`src/rtl/freq_counter_calibrator.sv`:
```
// Frequency-counter threshold calibrator: averages 2**CAL_LOG2 in-range period samples
// into compare_point_o, then demodulates bits by comparing each sample against it.
//
// state   | meaning
// --------+-----------------------------------------------------------
// IDLE    | waiting for start_i
// DISCARD | drop first (partial-window) sample, range-checked
// ACCUM   | accumulate in-range samples until 2**CAL_LOG2 accepted
// RUN     | calibrated; each sample produces a registered bit
// ERROR   | calibration failed (range or timeout); compare point kept
module freq_counter_calibrator #(
  parameter int CAL_LOG2        = 4,
  parameter int TIMEOUT_CYCLES  = 1024,
  parameter int MIN_SAMPLE      = 100,
  parameter int MAX_SAMPLE      = 300,
  parameter int DEFAULT_COMPARE = 200
) (
  input  logic        clk_200M,
  input  logic        reset_n_input_freq,
  input  logic        start_i,
  input  logic        abort_i,
  input  logic        sample_valid_i,
  input  logic [15:0] sample_i,
  output logic [15:0] compare_point_o,
  output logic        busy_o,
  output logic        cal_done_o,
  output logic        error_o,
  output logic        bit_o,
  output logic        bit_valid_o
);

  localparam logic [2:0] S_IDLE    = 3'd0;
  localparam logic [2:0] S_DISCARD = 3'd1;
  localparam logic [2:0] S_ACCUM   = 3'd2;
  localparam logic [2:0] S_RUN     = 3'd3;
  localparam logic [2:0] S_ERROR   = 3'd4;

  localparam int ACC_W = 16 + CAL_LOG2;
  localparam int CNT_W = CAL_LOG2 + 1;
  localparam int TO_W  = $clog2(TIMEOUT_CYCLES + 1);

  localparam logic [CNT_W-1:0] LAST_CNT = CNT_W'((2 ** CAL_LOG2) - 1);
  localparam logic [TO_W-1:0]  TO_LAST  = TO_W'(TIMEOUT_CYCLES - 1);
  localparam logic [15:0]      MIN_S    = 16'(MIN_SAMPLE);
  localparam logic [15:0]      MAX_S    = 16'(MAX_SAMPLE);
  localparam logic [15:0]      DEF_CP   = 16'(DEFAULT_COMPARE);

  logic [2:0]       r_state;
  logic [ACC_W-1:0] r_acc;
  logic [CNT_W-1:0] r_cnt;
  logic [TO_W-1:0]  r_to_cnt;
  logic [15:0]      r_cp;
  logic             r_busy;
  logic             r_cal_done;
  logic             r_error;
  logic             r_bit;
  logic             r_bit_valid;

  logic [2:0]       w_state_nxt;
  logic             w_in_range;
  logic             w_busy;
  logic             w_timeout;
  logic             w_final;
  logic             w_accept;
  logic             w_run_bit;
  logic [ACC_W-1:0] w_sum;

  assign w_in_range = (sample_i >= MIN_S) && (sample_i <= MAX_S);
  assign w_busy     = (r_state == S_DISCARD) || (r_state == S_ACCUM);
  // a strobe always clears the timer, so a coincident final sample wins over timeout
  assign w_timeout  = w_busy && !sample_valid_i && (r_to_cnt == TO_LAST);
  assign w_accept   = (r_state == S_ACCUM) && sample_valid_i && w_in_range;
  assign w_final    = w_accept && (r_cnt == LAST_CNT);
  assign w_sum      = r_acc + ACC_W'(sample_i);

  always_comb begin
    w_state_nxt = r_state;
    if (abort_i) begin
      w_state_nxt = S_IDLE;
    end else begin
      case (r_state)
        S_IDLE: if (start_i) w_state_nxt = S_DISCARD;
        S_DISCARD: begin
          if (sample_valid_i) w_state_nxt = w_in_range ? S_ACCUM : S_ERROR;
          else if (w_timeout) w_state_nxt = S_ERROR;
        end
        S_ACCUM: begin
          if (sample_valid_i && !w_in_range) w_state_nxt = S_ERROR;
          else if (w_final)                  w_state_nxt = S_RUN;
          else if (w_timeout)                w_state_nxt = S_ERROR;
        end
        S_RUN, S_ERROR: if (start_i) w_state_nxt = S_DISCARD;
        default: w_state_nxt = S_IDLE;
      endcase
    end
  end

  // bits only while staying in RUN, so abort/recalibration never leaks a strobe
  assign w_run_bit = (r_state == S_RUN) && sample_valid_i && (w_state_nxt == S_RUN);

  always_ff @(posedge clk_200M or negedge reset_n_input_freq) begin
    if (!reset_n_input_freq) begin
      r_state     <= S_IDLE;
      r_acc       <= '0;
      r_cnt       <= '0;
      r_to_cnt    <= '0;
      r_cp        <= DEF_CP;
      r_busy      <= 1'b0;
      r_cal_done  <= 1'b0;
      r_error     <= 1'b0;
      r_bit       <= 1'b0;
      r_bit_valid <= 1'b0;
    end else begin
      r_state     <= w_state_nxt;
      r_busy      <= (w_state_nxt == S_DISCARD) || (w_state_nxt == S_ACCUM);
      r_cal_done  <= (w_state_nxt == S_RUN);
      r_error     <= (w_state_nxt == S_ERROR);
      r_bit_valid <= w_run_bit;
      if (w_run_bit) r_bit <= (sample_i < r_cp);

      if ((w_state_nxt == S_DISCARD) && (r_state != S_DISCARD)) begin
        r_acc    <= '0;
        r_cnt    <= '0;
        r_to_cnt <= '0;
      end else if (w_busy) begin
        r_to_cnt <= sample_valid_i ? '0 : r_to_cnt + 1'b1;
        if (w_accept) begin
          r_acc <= w_sum;
          r_cnt <= r_cnt + 1'b1;
        end
      end

      if (w_final && !abort_i) r_cp <= w_sum[ACC_W-1:CAL_LOG2];
    end
  end

  assign compare_point_o = r_cp;
  assign busy_o          = r_busy;
  assign cal_done_o      = r_cal_done;
  assign error_o         = r_error;
  assign bit_o           = r_bit;
  assign bit_valid_o     = r_bit_valid;

endmodule
```
`config.mk`:
```
export PLATFORM = sky130hd
export DESIGN_NAME = freq_counter_calibrator
export DESIGN_NICKNAME = d
export VERILOG_FILES = /design/src/rtl/freq_counter_calibrator.sv
export SDC_FILE = /design/constraint.sdc
export NUM_CORES = 1
export LEC_CHECK = 0
export CAP_MARGIN = 20
export CORE_AREA = 2 2 86 88
export DETAILED_ROUTE_END_ITERATION = 7
export DIE_AREA = 0 0 88 90
export GPL_ROUTABILITY_DRIVEN = 0
export HOLD_SLACK_MARGIN = 0.08
export PLACE_DENSITY_LB_ADDON = 0.15
export REMOVE_ABC_BUFFERS = 1
export SYNTH_ARGS = -nofsm -noshare
export SYNTH_HDL_FRONTEND = slang
export SYNTH_SLANG_ARGS = --single-unit
export TNS_END_PERCENT = 30
```
`constraint.sdc`:
```
create_clock -name clk_200M -period 4.65 [get_ports clk_200M]
set_input_delay 1.1625 -clock clk_200M [delete_from_list [all_inputs] [get_ports clk_200M]]
set_output_delay 1.1625 -clock clk_200M [all_outputs]
set_load 0.01 [all_outputs]
```
Word level (Yosys, flattened, before mapping)

Index checks and enable logic that the tools add are counted.

Input bits: 21
Output and inout bits: 21
Register bits after elaboration: 60
Logic and storage cells: 65

$add $sub $neg: 3
Magnitude comparators: 3
Reduce and logical (&&, ||, !) cells: 21
Eq/ne operators: 11
Multiplexer cells: 17

Operators by type and width:

| operator              | number |
|---|---|
| $mux 20               | 3 |
| $mux 11               | 3 |
| $mux 3                | 7 |
| $add 20x16->20        | 1 |
| $ge 16x7->1 const B   | 1 |
| $le 16x9->1 const B   | 1 |
| $lt 16x16->1          | 1 |
| $mux 5                | 3 |
| $eq 3x2->1 const B    | 4 |
| $add 11x1->11 const B | 1 |
| $eq 11x10->1 const B  | 1 |
| $logic_and 1x1->1     | 11 |
| $pmux 3 s3            | 1 |
| $eq 3x1->1 const B    | 2 |
| $eq 3x3->1 const B    | 2 |
| $add 5x1->5 const B   | 1 |
| $eq 5x4->1 const B    | 1 |
| $reduce_bool 2->1     | 2 |
| $logic_not 1->1       | 3 |
| $logic_not 3->1       | 1 |
| $ne 3x1->1 const B    | 1 |
| $reduce_or 3->1       | 1 |
| $logic_or 1x1->1      | 2 |
| $reduce_and 2->1      | 1 |

Longest topological paths before layout

Depth after elaboration: 13
Mapped depth: 9
Mapped depth without buffers: 8

Worst setup path after synthesis

Ideal clock, no wire load.

Path type: input to register
From: in sample_i[0]
To: reg r_cp[14] (netlist: compare_point_o[14])
Library setup time: 135 ps
Data required time: 4515 ps
Stages on the path: 8
Data arrival time: 3027 ps
Setup slack: 1488 ps
Path buffers: 0
Path through: ha_1 fa_1 a211oi_1 o21ai_0 a211oi_2 o21ai_0 a221oi_1 o31ai_1

Cells in the longest elaborated chain, start to end: 5

Ends and longest elaborated chain:

| item                                              | line | RTL |
|---|---|---|
| start, declared                                   | 23   | `input logic [15:0] sample_i,` |
| $ge 16x7->1 / $le 16x9->1 (equally long branches) | 68   | `assign w_in_range = (sample_i >= MIN_S) && (sample_i <= MAX_S);` |
| $logic_and 1x1->1                                 | 68   |  |
| $logic_and 1x1->1                                 | 72   | `assign w_accept = (r_state == S_ACCUM) && sample_valid_i && w_in_range;` |
| $logic_and 1x1->1                                 | 73   | `assign w_final = w_accept && (r_cnt == LAST_CNT);` |
| $logic_and 1x1->1                                 | 133  | `if (w_final && !abort_i) r_cp <= w_sum[ACC_W-1:CAL_LOG2];` |
| end signal, assigned                              | 133  |  |
| end, declared                                     | 52   | `logic [15:0] r_cp;` |

Parallel ways exist; a longest one is shown, timed or not.
A chain may end at the register's enable or synchronous reset.

Worst setup path in the final report

Same ends and word-level chain as after synthesis.

==> summary.txt <==
Placement
  – Post-DP HPWL: about 7300 um
  – Post-DP Area: around 4600 um^2
  – Port bufs: about 40

STA
  – Slew HR: 0.365
  – Worst Max-Slew Pin Slew: approximately 0.95 ns
  – Final setup viols: 0
  – Tcrit/Tclk final: 0.776
  – Setup TNS Final: 0 ns
  – RSZ-0062 raised after global routing: false
  – Clock skew: between 0.01 and 0.015 ns
  – Final hold slack: between 0.4 and 0.5 ns
  – Final hold vios: 0
  – Final worst path period need: ~3.6 ns
  – Max Fclk: 277 MHz
  – Final Max Tran Viols: 0

Cells and area
  – Reg area: between 1500 and 2000 um^2
  – Multi-input gate area: 2430 um^2
  – Fillers: roughly 590
  – Post-layout util: 0.690
  – Final nets: 569
  – N_diodes: 0
  – Design area: 4840 um^2
  – Layout cells sized above 1: 0.0869
  – Area delta synth->final: 18.2%

Synthesis
  – Most area-hungry cell type in the Yosys netlist: dfrtp_1
  – Yosys top cell area share: 0.348
  – Post-synth EDFFs: 0
  – Top_reg_cell synth: dfrtp_1
  – Mapped Avg Cell Area: between 8 and 9 um^2
  – Seq/Total Area, Yosys: 0.367
  – Yosys reg bits: 60
  – Leading post-synthesis cells by cell area: dfrtp_1, ha_1, nand2_1
  – Netlist cell types: 57
  – Gate count of the mapped netlist: roughly 470
  – Synth Warn #: 0
  – Cell with the most instances after synthesis: nand2_1
  – Synth cell count leaders: nand2_1, dfrtp_1, a21oi_1
  – Asr flop ratio synth: 1.00
  – Netlist Area Pre-Place: approximately 4000 um^2

Setup path
  – R2r endpoint: compare_point_o[14]
  – Reg-to-Reg Start: r_acc[0]
  – WS Path Type: input port to register
  – Worst reg-to-reg setup slack: ~2.0 ns
  – CP Max Fanout: 4
  – Critical Path RT: about 4.9 ns
  – Reg2Reg Depth: 8
  – Startpoint types: input port
  – Setup crit end kind: register
  – Critical Path AT: between 3 and 4 ns
  – CP endpoint: compare_point_o[14]
  – Crit path from: sample_i[0]

Clock network
  – CTS Hold Bufs: 0
  – TritonCTS clock tree: yes
  – Clk Latency, worst-skew pair: between 0.3 and 0.4 ns
  – Clock net sink count: 60
  – Post CTS Setup Buffer Count: 0
  – CTS Buf Count: 9
  – CTS H-Tree Depth: 3
  – Clock buffer depth: 2
  – Clk root buf: clkbuf_8
  – Clk slew on worst S/H paths: 0.07 ns
  – Post-cts sizing count: 0

Pwr
  – Max VDD drop: around 0.00017 V
  – Leak: around 2.0 nW
  – Pwr Density: between 200 and 300 nW/um^2
  – Final Power: roughly 0.0013 W

Route
  – WL/cell: around 16 um
  – Vias: 3,655
  – Detailed-route DRC error count: 0
  – Routed WL: 10,000 um
  – Pre-antenna DRT Iters: 4
  – Vias/cell: 5.92
  – DRT antenna net count: 0
  – 1st-iter DRT viols: 175

Min path
  – HP Class: register to register

Floorplanning
  – Rows: 31
  – Io pins: 42
  – Die height: 90 um
  – Width of the die: approximately 88 um
  – Initial Utilization: 0.583
  – Die area: ~7900 um^2
  – Placeable core region: between 7000 and 8000 um^2

Global route
  – Global-route wire length before repair: around 17,000 um
  – Initial antenna violation count: 0
  – Pin count of the biggest net entering global routing: 38
  – Vias in the first global route: between 3,000 and 4,000
  – GRT Total Usage: 0.269
  – Overflow after GRT: 0

Job
  – Max Cap Viol: 0

Outcome
  – Outcome: completed
## final cells by class
| class | count | share of cell area |
|---|---|---|
| clock buffers | 10 | 0.0284 |
| clock inverters | 6 | 0.0181 |
| inverters | 29 | 0.0225 |
| multi-input cells | 368 | 0.502 |
| flip-flops and latches | 60 | 0.311 |
| well taps | 99 | 0.0256 |
| repair buffers | 45 | 0.0925 |
## cell families (layout without fill, tap and decap cells)
group | Yosys count | after routing | synth area share
flip-flops | 60 | 60 | 0.367
multiplexers | 5 | 5 | 0.0137
buffers and inverters | 44 | 90 | 0.0437
AND/OR/NAND/NOR | 170 | 170 | 0.207
AO/OA/AOI/OAI | 139 | 139 | 0.218
XOR/XNOR | 19 | 19 | 0.0406
adder cells (fa/ha/maj) | 35 | 35 | 0.109
## worst max-delay path, cell delays in order
cell,delay [ns]
clkdlybuf4s50_1,0.47
ha_1,0.27
fa_1,0.43
a211oi_1,0.34
o21ai_0,0.21
a211oi_2,0.32
o21ai_0,0.22
a221oi_1,0.28
o31ai_1,0.11
## routing by layer
| metal | global-route usage | share of wire | wire (um) |
|---|---|---|---|
| met4 | 0.0846 | 0.019 | 188 |
| met2 | 0.441 | 0.49 | 4880 |
| met5 | 0 | 0 | 0 |
| met3 | 0.0413 | 0.045 | 446 |
| met1 | 0.361 | 0.45 | 4510 |
## sequential cells by signal, indices dropped and copies added, names as in the netlist
name and count:
bit_valid_o 1, r_state 3, compare_point_o 16, r_to_cnt 11, busy_o 1, r_acc 20
cal_done_o 1, r_cnt 5, bit_o 1, error_o 1
## power breakdown
group	total (W)	internal [W]	switching [W]
clock network	0.000546	0.000315	0.000231
logic	0.000184	0.0000829	0.000101
registers	0.000597	0.000554	0.0000431
## stage by stage
stage,cells,worst slack (ns)
2_1_floorplan,457,0.998
4_1_cts,617,1.06
3_5_place_dp,601,0.692
3_3_place_gp,601,0.724
6_report,617,1.04
5_1_grt,617,0.812
## cell usage in the layout (no fill, tap or decap), types with 3 or more instances in the layout
cell | Yosys | layout
mux2_2 | 5 | 5
a31oi_1 | 5 | 5
xor2_1 | 8 | 8
a21o_1 | 5 | 5
or3_1 | 3 | 3
nand2_1 | 59 | 59
xnor2_1 | 11 | 11
o211ai_1 | 6 | 6
dfrtp_1 | 57 | 57
clkdlybuf4s50_1 | 0 | 40
nand3_1 | 7 | 7
and2_1 | 9 | 9
o21ai_2 | 2 | 3
clkinvlp_4 | 0 | 3
o21a_1 | 5 | 5
nor2_1 | 36 | 36
a21oi_1 | 41 | 41
nor4_1 | 3 | 3
o21ai_0 | 35 | 35
or4_1 | 5 | 5
ha_1 | 34 | 34
dfstp_2 | 3 | 3
a221oi_1 | 3 | 3
o31ai_1 | 9 | 9
a211oi_1 | 6 | 6
nand4_1 | 5 | 5
o2111ai_1 | 4 | 3
a211oi_2 | 3 | 3
and3_1 | 10 | 10
inv_1 | 29 | 29
buf_4 | 0 | 3
nor3_1 | 13 | 13
nor2b_1 | 5 | 5
clkbuf_8 | 0 | 10
## how the worst min path moves through the flow
stage               cells past startpoint                  to          startpoint
floorplan                               2            r_acc[4]            r_acc[4]
global placement                        2  compare_point_o[6]  compare_point_o[6]
detailed placement                      2  compare_point_o[6]  compare_point_o[6]
CTS                                     2  compare_point_o[6]  compare_point_o[6]
global route                            2  compare_point_o[7]  compare_point_o[7]
finish                                  2  compare_point_o[6]  compare_point_o[6]
No activity file was read; power rests on OpenSTA's default activity.
